$ cat src/rtl/sram_like_bridge_pkg.sv
// Shared types for the SRAM-like bridge: FSM encoding, latched bus request
// fields and a small sizing helper.
package sram_like_bridge_pkg;

    localparam int ADDR_W_DEF = 32;
    localparam int DATA_W_DEF = 32;

    typedef enum logic [1:0] {
        ST_IDLE = 2'd0,
        ST_REQ  = 2'd1,
        ST_WAIT = 2'd2,
        ST_DONE = 2'd3
    } state_t;

    typedef struct packed {
        logic                      wr;
        logic [DATA_W_DEF/8-1:0]   wstrb;
        logic [ADDR_W_DEF-1:0]     addr;
        logic [DATA_W_DEF-1:0]     wdata;
    } bus_req_t;

    function automatic int idx_width(input int n);
        return (n > 1) ? $clog2(n) : 1;
    endfunction

endpackage

$ cat src/rtl/sram_like_bridge_if.sv
// CPU-channel and SRAM-like bus signals of the bridge. The slave modport is
// the bridge itself; master is the surrounding core plus memory.
interface sram_like_bridge_if
    import sram_like_bridge_pkg::*;
#(
    parameter int ADDR_W = ADDR_W_DEF,
    parameter int DATA_W = DATA_W_DEF,
    parameter int N_CH   = 2
);
    logic [N_CH-1:0]          ch_req;
    logic [N_CH-1:0]          ch_wr;
    logic [N_CH*DATA_W/8-1:0] ch_wstrb;
    logic [N_CH*ADDR_W-1:0]   ch_addr;
    logic [N_CH*DATA_W-1:0]   ch_wdata;
    logic [DATA_W-1:0]        ch_rdata;
    logic [N_CH-1:0]          ch_stall;
    logic [N_CH-1:0]          ch_err;

    logic                     bus_req;
    logic                     bus_wr;
    logic [DATA_W/8-1:0]      bus_wstrb;
    logic [ADDR_W-1:0]        bus_addr;
    logic [DATA_W-1:0]        bus_wdata;
    logic                     bus_addr_ok;
    logic                     bus_data_ok;
    logic [DATA_W-1:0]        bus_rdata;

    modport slave (
        input  ch_req, ch_wr, ch_wstrb, ch_addr, ch_wdata,
        output ch_rdata, ch_stall, ch_err,
        output bus_req, bus_wr, bus_wstrb, bus_addr, bus_wdata,
        input  bus_addr_ok, bus_data_ok, bus_rdata
    );

    modport master (
        output ch_req, ch_wr, ch_wstrb, ch_addr, ch_wdata,
        input  ch_rdata, ch_stall, ch_err,
        input  bus_req, bus_wr, bus_wstrb, bus_addr, bus_wdata,
        output bus_addr_ok, bus_data_ok, bus_rdata
    );

endinterface

$ cat src/rtl/sram_like_bridge_fixed_prio_arbiter.sv
// Combinational fixed-priority arbiter: lowest requesting index wins,
// reported both one-hot and as a binary index.
module sram_like_bridge_fixed_prio_arbiter #(
    parameter int N     = 2,
    parameter int IDX_W = 1
) (
    input  logic [N-1:0]     req,
    output logic [N-1:0]     gnt,
    output logic [IDX_W-1:0] idx,
    output logic             any
);

    always_comb begin
        gnt = '0;
        idx = '0;
        any = 1'b0;
        for (int i = 0; i < N; i++) begin
            if (req[i] && !any) begin
                gnt[i] = 1'b1;
                idx    = IDX_W'(i);
                any    = 1'b1;
            end
        end
    end

endmodule

$ cat src/rtl/sram_like_bridge.sv
// Arbitrates N_CH stalling CPU channels onto one SRAM-like request/addr_ok/
// data_ok bus, one transaction outstanding, with a WAIT-state watchdog.
//
// state | meaning
// IDLE  | arbitrate, latch winner's fields
// REQ   | bus_req high until addr_ok
// WAIT  | address accepted, waiting for data_ok or watchdog
// DONE  | one-cycle completion to the granted channel
module sram_like_bridge
    import sram_like_bridge_pkg::*;
#(
    parameter int ADDR_W  = ADDR_W_DEF,
    parameter int DATA_W  = DATA_W_DEF,
    parameter int N_CH    = 2,
    parameter int TIMEOUT = 255
) (
    input logic clk,
    input logic rst,
    sram_like_bridge_if.slave io
);

    localparam int STRB_W = DATA_W / 8;
    localparam int IDX_W  = idx_width(N_CH);
    localparam int TMR_W  = (TIMEOUT > 0) ? $clog2(TIMEOUT + 1) : 1;

    state_t            state, state_next;
    bus_req_t          req_q, req_sel;
    logic [N_CH-1:0]   gnt, gnt_q, done;
    logic [IDX_W-1:0]  gnt_idx;
    logic              any_req;
    logic              err_q;
    logic              enter_wait, enter_done, timed_out;
    logic [DATA_W-1:0] rdata_q;
    logic [TMR_W-1:0]  timer;

    sram_like_bridge_fixed_prio_arbiter #(
        .N     (N_CH),
        .IDX_W (IDX_W)
    ) u_arb (
        .req (io.ch_req),
        .gnt (gnt),
        .idx (gnt_idx),
        .any (any_req)
    );

    always_comb begin
        req_sel.wr    = io.ch_wr[gnt_idx];
        req_sel.wstrb = io.ch_wstrb[gnt_idx*STRB_W +: STRB_W];
        req_sel.addr  = io.ch_addr[gnt_idx*ADDR_W +: ADDR_W];
        req_sel.wdata = io.ch_wdata[gnt_idx*DATA_W +: DATA_W];
    end

    always_comb begin
        state_next = state;
        enter_wait = 1'b0;
        enter_done = 1'b0;
        timed_out  = 1'b0;
        case (state)
            ST_IDLE: begin
                if (any_req) state_next = ST_REQ;
            end
            ST_REQ: begin
                if (io.bus_addr_ok && io.bus_data_ok) begin
                    state_next = ST_DONE;
                    enter_done = 1'b1;
                end else if (io.bus_addr_ok) begin
                    state_next = ST_WAIT;
                    enter_wait = 1'b1;
                end
            end
            ST_WAIT: begin
                // A data_ok coinciding with the watchdog wins: normal completion.
                if (io.bus_data_ok) begin
                    state_next = ST_DONE;
                    enter_done = 1'b1;
                end else if (TIMEOUT != 0 && timer == TMR_W'(TIMEOUT)) begin
                    state_next = ST_DONE;
                    enter_done = 1'b1;
                    timed_out  = 1'b1;
                end
            end
            ST_DONE: state_next = ST_IDLE;
            default: state_next = ST_IDLE;
        endcase
    end

    always_ff @(posedge clk or posedge rst) begin
        if (rst) begin
            state   <= ST_IDLE;
            req_q   <= '0;
            gnt_q   <= '0;
            err_q   <= 1'b0;
            rdata_q <= '0;
            timer   <= '0;
        end else begin
            state <= state_next;
            if (state == ST_IDLE && any_req) begin
                req_q <= req_sel;
                gnt_q <= gnt;
            end
            if (enter_done) begin
                rdata_q <= timed_out ? '0 : io.bus_rdata;
                err_q   <= timed_out;
            end
            if (enter_wait) begin
                timer <= '0;
            end else if (state == ST_WAIT && timer != {TMR_W{1'b1}}) begin
                timer <= timer + TMR_W'(1);
            end
        end
    end

    assign done        = (state == ST_DONE) ? gnt_q : '0;
    assign io.ch_err   = (state == ST_DONE && err_q) ? gnt_q : '0;
    assign io.ch_stall = io.ch_req & ~done;
    assign io.ch_rdata = rdata_q;

    assign io.bus_req   = (state == ST_REQ);
    assign io.bus_wr    = req_q.wr;
    assign io.bus_wstrb = req_q.wstrb;
    assign io.bus_addr  = req_q.addr;
    assign io.bus_wdata = req_q.wdata;

endmodule

$ cat src/flat_wrapper.sv
// flat-port wrapper written by rule: the top's interface ports become plain ports
module sram_like_bridge_flat import sram_like_bridge_pkg::*;
#(
    parameter int ADDR_W  = ADDR_W_DEF,
    parameter int DATA_W  = DATA_W_DEF,
    parameter int N_CH    = 2,
    parameter int TIMEOUT = 255
)
  (clk, rst, io_ch_req, io_ch_wr, io_ch_wstrb, io_ch_addr, io_ch_wdata, io_ch_rdata, io_ch_stall, io_ch_err, io_bus_req, io_bus_wr, io_bus_wstrb, io_bus_addr, io_bus_wdata, io_bus_addr_ok, io_bus_data_ok, io_bus_rdata);
  sram_like_bridge_if #(.ADDR_W(ADDR_W), .DATA_W(DATA_W), .N_CH(N_CH)) io_i ();
  input logic clk;
  input logic rst;
  input wire logic [$bits(io_i.ch_req)-1:0] io_ch_req;
  input wire logic [$bits(io_i.ch_wr)-1:0] io_ch_wr;
  input wire logic [$bits(io_i.ch_wstrb)-1:0] io_ch_wstrb;
  input wire logic [$bits(io_i.ch_addr)-1:0] io_ch_addr;
  input wire logic [$bits(io_i.ch_wdata)-1:0] io_ch_wdata;
  output wire logic [$bits(io_i.ch_rdata)-1:0] io_ch_rdata;
  output wire logic [$bits(io_i.ch_stall)-1:0] io_ch_stall;
  output wire logic [$bits(io_i.ch_err)-1:0] io_ch_err;
  output wire logic [$bits(io_i.bus_req)-1:0] io_bus_req;
  output wire logic [$bits(io_i.bus_wr)-1:0] io_bus_wr;
  output wire logic [$bits(io_i.bus_wstrb)-1:0] io_bus_wstrb;
  output wire logic [$bits(io_i.bus_addr)-1:0] io_bus_addr;
  output wire logic [$bits(io_i.bus_wdata)-1:0] io_bus_wdata;
  input wire logic [$bits(io_i.bus_addr_ok)-1:0] io_bus_addr_ok;
  input wire logic [$bits(io_i.bus_data_ok)-1:0] io_bus_data_ok;
  input wire logic [$bits(io_i.bus_rdata)-1:0] io_bus_rdata;
  assign io_i.ch_req = io_ch_req;
  assign io_i.ch_wr = io_ch_wr;
  assign io_i.ch_wstrb = io_ch_wstrb;
  assign io_i.ch_addr = io_ch_addr;
  assign io_i.ch_wdata = io_ch_wdata;
  assign io_ch_rdata = io_i.ch_rdata;
  assign io_ch_stall = io_i.ch_stall;
  assign io_ch_err = io_i.ch_err;
  assign io_bus_req = io_i.bus_req;
  assign io_bus_wr = io_i.bus_wr;
  assign io_bus_wstrb = io_i.bus_wstrb;
  assign io_bus_addr = io_i.bus_addr;
  assign io_bus_wdata = io_i.bus_wdata;
  assign io_i.bus_addr_ok = io_bus_addr_ok;
  assign io_i.bus_data_ok = io_bus_data_ok;
  assign io_i.bus_rdata = io_bus_rdata;
  sram_like_bridge #(.ADDR_W(ADDR_W), .DATA_W(DATA_W), .N_CH(N_CH), .TIMEOUT(TIMEOUT)) u_core (.clk(clk), .rst(rst), .io(io_i));
endmodule
$ cat config.mk
export PLATFORM = sky130hd
export DESIGN_NAME = sram_like_bridge_flat
export DESIGN_NICKNAME = d
export VERILOG_FILES = /design/src/rtl/sram_like_bridge_pkg.sv /design/src/rtl/sram_like_bridge_if.sv /design/src/rtl/sram_like_bridge_fixed_prio_arbiter.sv /design/src/rtl/sram_like_bridge.sv /design/src/flat_wrapper.sv
export SDC_FILE = /design/constraint.sdc
export NUM_CORES = 1
export LEC_CHECK = 0
export ABC_AREA = 0
export ABC_CLOCK_PERIOD_IN_PS = 6230
export CAP_MARGIN = 20
export CELL_PAD_IN_SITES_DETAIL_PLACEMENT = 1
export CELL_PAD_IN_SITES_GLOBAL_PLACEMENT = 2
export CORE_UTILIZATION = 24
export DETAILED_ROUTE_END_ITERATION = 8
export PLACE_DENSITY = 0.93
export RECOVER_POWER = 25
export SYNTH_ARGS = -nofsm -noshare
export SYNTH_HDL_FRONTEND = slang
export SYNTH_HIERARCHICAL = 1
export SYNTH_SLANG_ARGS = --single-unit
$ cat constraint.sdc
create_clock -name clk -period 6.23 [get_ports clk]
set_input_delay 1.246 -clock clk [delete_from_list [all_inputs] [get_ports clk]]
set_output_delay 1.246 -clock clk [all_outputs]
set_load 0.02 [all_outputs]
* Word level (Yosys, flattened, before mapping)
Index checks and enable logic that the tools add are counted.
** Operators by class
- $add $sub $neg :: 1
- Multiply operators :: 0
- Div/mod/pow operators :: 0
- $lt $le $gt $ge :: 1
- Equal/unequal tests :: 8
- Shifts and indexed selects :: 3
- Multiplexer cells :: 25
- Bitwise logic cells :: 2
- Reductions and logical operators :: 9
** Operators with widths (number)
- 64-bit by 7-bit variable part select with 32-bit output :: 2
- 32-bit 2-to-1 mux :: 1
- 8-bit 2-to-1 mux :: 2
- 2-bit 2-to-1 mux :: 7
- 1-bit 2-to-1 mux :: 13
- 8-bit by 1-bit adder with 8-bit output, second input constant :: 1
- 8-bit equality test, second input constant :: 1
- 8-bit inequality test, second input constant :: 1
- 2-bit case mux with 4 select lines :: 1
- 8-bit by 4-bit variable part select with 4-bit output :: 1
- 1-bit logical AND :: 5
- 2-bit equality test, second input constant :: 2
- 3-bit by 1-bit inequality test with 1-bit output, second input constant :: 1
- 3-bit by 2-bit inequality test with 1-bit output, second input constant :: 1
- 3-bit AND reduction :: 1
- 2-bit AND :: 1
- 2-bit by 1-bit equality test with 1-bit output, second input constant :: 1
- 2-bit logical NOT :: 1
- 1-bit by 2-bit < comparator with 1-bit output, second input constant :: 1
- 2-bit by 1-bit inequality test with 1-bit output, second input constant :: 1
- 2-bit inverter :: 1
- 1-bit case mux with 2 select lines :: 1
- 2-bit nonzero test :: 1
- 1-bit logical NOT :: 1
** Storage, ports and cells
- Bits in registers :: 114
- Latch bits :: 0
- Memory bits (writable) :: 0
- Memory bits (read-only) :: 0
- Input bits :: 176
- Output and inout port bits :: 106
- Logic and storage cells :: 58
- Memories :: 0

* Longest topological paths before layout
- Depth after elaboration :: 6
- Depth in mapped cells :: 8
- Depth with buffers taken out :: 6

* Cells and area by module
Netlist, hierarchy kept.
** By module, submodules not included
- sram_like_bridge :: instances 1, cells each 451, area an instance 5074.9 sq um, sequential area each 2852.7 sq um
- sram_like_bridge_fixed_prio_arbiter :: instances 1, cells each 4, area an instance 27.5 sq um, sequential area each 0.0 sq um

* Worst setup path after synthesis
OpenSTA, ideal clock, no wires.
- Path type :: input-to-output
- From :: in io_ch_req[0]
- To :: out io_ch_stall[0]
- Arrival :: 1755 ps
- Data required time :: 4984 ps
- Path slack :: 3229 ps
- Cell stages on the path :: 1
- Path buffers :: 0
- Path through :: a21boi_0
** On the way
- Longest elaborated chain between the ends :: 1
** Ends and longest elaborated chain
- from (decl) :: RTL line flat_wrapper.sv:13 : input wire logic [$bits(io_i.ch_req)-1:0] io_ch_req;
- 2-bit AND :: RTL line sram_like_bridge.sv:115 : assign io.ch_stall = io.ch_req & ~done;
- to (decl) :: RTL line flat_wrapper.sv:19 : output wire logic [$bits(io_i.ch_stall)-1:0] io_ch_stall;
No other way between the ends.

==> metrics.cfg <==
[clock_network]
postCtsResizedCells=0
clk_transition_reported_paths_ps=60
cts_hold_repair.buffers=0
cts.path.max_buffers=2
num_clock_sinks=114
cts_post_setup_buffers_inserted=0
insertion_delay_ps=410
clock_tree.htree_level_count=4
clock_tree_from_tritoncts=built
root_buffer=sky130_fd_sc_hd__clkbuf_16
cts_buffers=17

[min_path]
hold_class=flip-flop to flip-flop
min_from=u_core/io.ch_rdata[28]

[power]
worst_ir_drop_vdd_v=0.0002015
leakage_power_nw=3.632
powerDensity_nw_per_um2=492.3

[detailed_routing]
ant_nets=0
viasPerCell=4.466
drt_iter0_markers=90
finalWirelength_mm=16.68
dr_total_vias=4515
drt_pre_antenna_iters=4
drcViolationCount=0
drt-wirelength-per-cell_um=16.50

[cells_and_area]
drive_above_1_share=0.06343
area_growth_syn_to_layout_pct=72.51
layout.nets=910
antenna_cells_inserted=0
leading_cell_type_in_the_layout_fill_and_taps_excluded=sky130_fd_sc_hd__clkdlybuf4s50_1
postLayoutCellArea_um2=8802
layout.cells.most_common_list=sky130_fd_sc_hd__clkdlybuf4s50_1, sky130_fd_sc_hd__dfrtp_1, sky130_fd_sc_hd__nor2_1

[setup_path]
cp_num_buf_inv=3
arr_time_crit_path_ps=4000
crit-reg2reg-launch=u_core/state[0]
critical_path.slowest_cell=sky130_fd_sc_hd__clkbuf_1
cp_cell_sequence=dlygate4sd3_1, clkinvlp_2, clkbuf_1
critPathLaunch=rst
end_kind=async pin
cp-start-kind=input pin
critPathKind=input pin to async pin
timing.critical_path.fanout_max=40
required_ps=6290
critPathMaxStageDelay_ps=1630
crit_family=buffers and inverters

[sta]
timing.clock.skew_ps=13.53
timing.final.hold_violations=0
min_period_over_period=0.6323
final-setup-viol-count=0
max_slew.worst_pin.slew_ps=2192
worst_slew_margin_relative_to_its_limit=-0.4612
time_the_final_worst_path_needs_with_i_o_delays_and_setup_ps=3939
maxSlewViolCount=41
setup_repair_after_global_routing_missed_its_margin=no
total_negative_slack_for_setup_checks_ps=0
max_clock_freq_ghz=0.2539

[yosys]
synth_nets=637
synth_area_um2=5102
yosys.area.top_type=sky130_fd_sc_hd__dfrtp_1
mean_area_per_synthesized_cell_um2=11.21
postSynthRegisterBits=114
share_of_synthesized_cell_area_in_full_adder_half_adder_and_majority_cells=0.01471
fraction_of_post_synthesis_cell_area_in_the_top_cell_type_by_area=0.5591
yosys_most_used_dff=sky130_fd_sc_hd__dfrtp_1
synth-warning-count=6
top_cells_by_area_synth=sky130_fd_sc_hd__dfrtp_1, sky130_fd_sc_hd__mux2i_1, sky130_fd_sc_hd__a21oi_1
synth_cell_types=38
number_of_synthesized_flops_with_an_enable_pin=0
main_combinational_cell_family_by_area_after_synthesis=compound AO/OA/AOI/OAI gates
synthXorXnorAreaFrac=0.003433
synthCells=455
synth-compound-area-share=0.1459
synth-seq-area-share=0.5591
synth-async-reset-ratio=1.000
post_synth_and_or_nand_nor_area_fraction=0.08950
yosys-mux-area-fraction=0.1459

[job]
maxCapViolations=1

[global_routing]
wire_length_of_the_first_global_routing_pass_mm=26.34
antenna_found_initial=0
grt_start_max_net_pins=87
globalRouteOverflowTotal=0
grt_pass1_vias=4911
groute.usage.overall=0.1557

[floorplan]
core_um2=20560
die_width_um=147.8
die_area_um2=21850
start_util=0.2482
total_number_of_placement_rows=52
io-pin-count=282
die_height_um=147.8

[placement]
place_area_um2=8139
place_congestion=0.7313
placement.io_buffers=281
post-dp-hpwl_mm=12.07

[run_status]
status=complete, but fails checks
violations=capacitance limit, slew limit

-- final timing paths --
| check | to | slack (ps) | cells past startpoint |
|---|---|---|---|
| max in group clk | io_ch_stall[0] | 2340 | 3 |
| worst max-delay path | u_core/io.bus_addr[27] | 2290 | 3 |
| worst min register to register | u_core/io.ch_rdata[28] | 490 | 1 |
| worst min-delay path | u_core/io.ch_rdata[28] | 490 | 1 |
| min in group asynchronous | u_core/io.bus_wstrb[1] | 1440 | 2 |
| worst max register to register | u_core/io.bus_addr[19] | 4080 | 6 |
-- metal layers --
| layer | global-route usage | wire length [um] | vias to the layer above |
|---|---|---|---|
| li1 | - | - | 2160 |
| met1 | 0.1788 | 6816 | 2135 |
| met2 | 0.2691 | 8030 | 202 |
| met3 | 0.05741 | 1643 | 18 |
| met4 | 0.04588 | 188 | 0 |
| met5 | 0 | 0 | - |
-- layout make-up --
type	count	area [um2]
Tap cell	270	337.8
Clock inverter	14	201.4
Timing Repair Buffer	287	2907
Inverter	4	16.27
Fill cell	2259	11760
Multi-Input combinational cell	304	2048
Clock buffer	18	439.2
Sequential cell	114	2853
-- metrics by stage --
stage,setup WS (ps),hold slack [ps],power [mW],utilization,instances
detailed placement,2344,481.1,3.315,0.3959,978
CTS,2337,502.0,4.399,0.4270,1010
global placement,2366,481.4,3.231,0.3945,977
floorplan,1968,469.5,2.345,-,455
finish,2291,493.5,4.333,0.4281,1011
global route,1785,515.1,4.615,0.4281,1011
-- flip-flops by register name, summed over array words and instances (netlist names) --
register             count
u_core/io.bus_wstrb      4
u_core/err_q             1
u_core/io.bus_wdata     32
u_core/io.ch_rdata      32
u_core/state             2
u_core/gnt_q             2
u_core/timer             8
u_core/io.bus_addr      32
u_core/io.bus_wr         1
-- where the power goes --
part / internal [mW] / switching [mW] / leakage (nW)
Combinational: 0.953 / 1.02 / 2.00
Sequential: 1.10 / 0.213 / 1.33
Clock: 0.685 / 0.366 / 0.307
-- cells in the mapped netlist (all sizes together), types with 4 or more instances --
cell type and number:
and3 4, nand2 5, ha 6, nand3 4, a22o 32, nor2 77, dfrtp 114, buf 30
mux2i 71, a21oi 73, inv 4
-- logic make-up (layout without fill, tap and decap cells) --
family | after synthesis | count (layout)
multiplexers | 74 | 74
XOR/XNOR | 2 | 2
buffers and inverters | 37 | 323
AND/OR/NAND/NOR | 104 | 104
adder cells (fa/ha/maj) | 6 | 6
flip-flops | 114 | 114
AO/OA/AOI/OAI | 118 | 118
No activity file was read; power rests on OpenSTA's default activity.
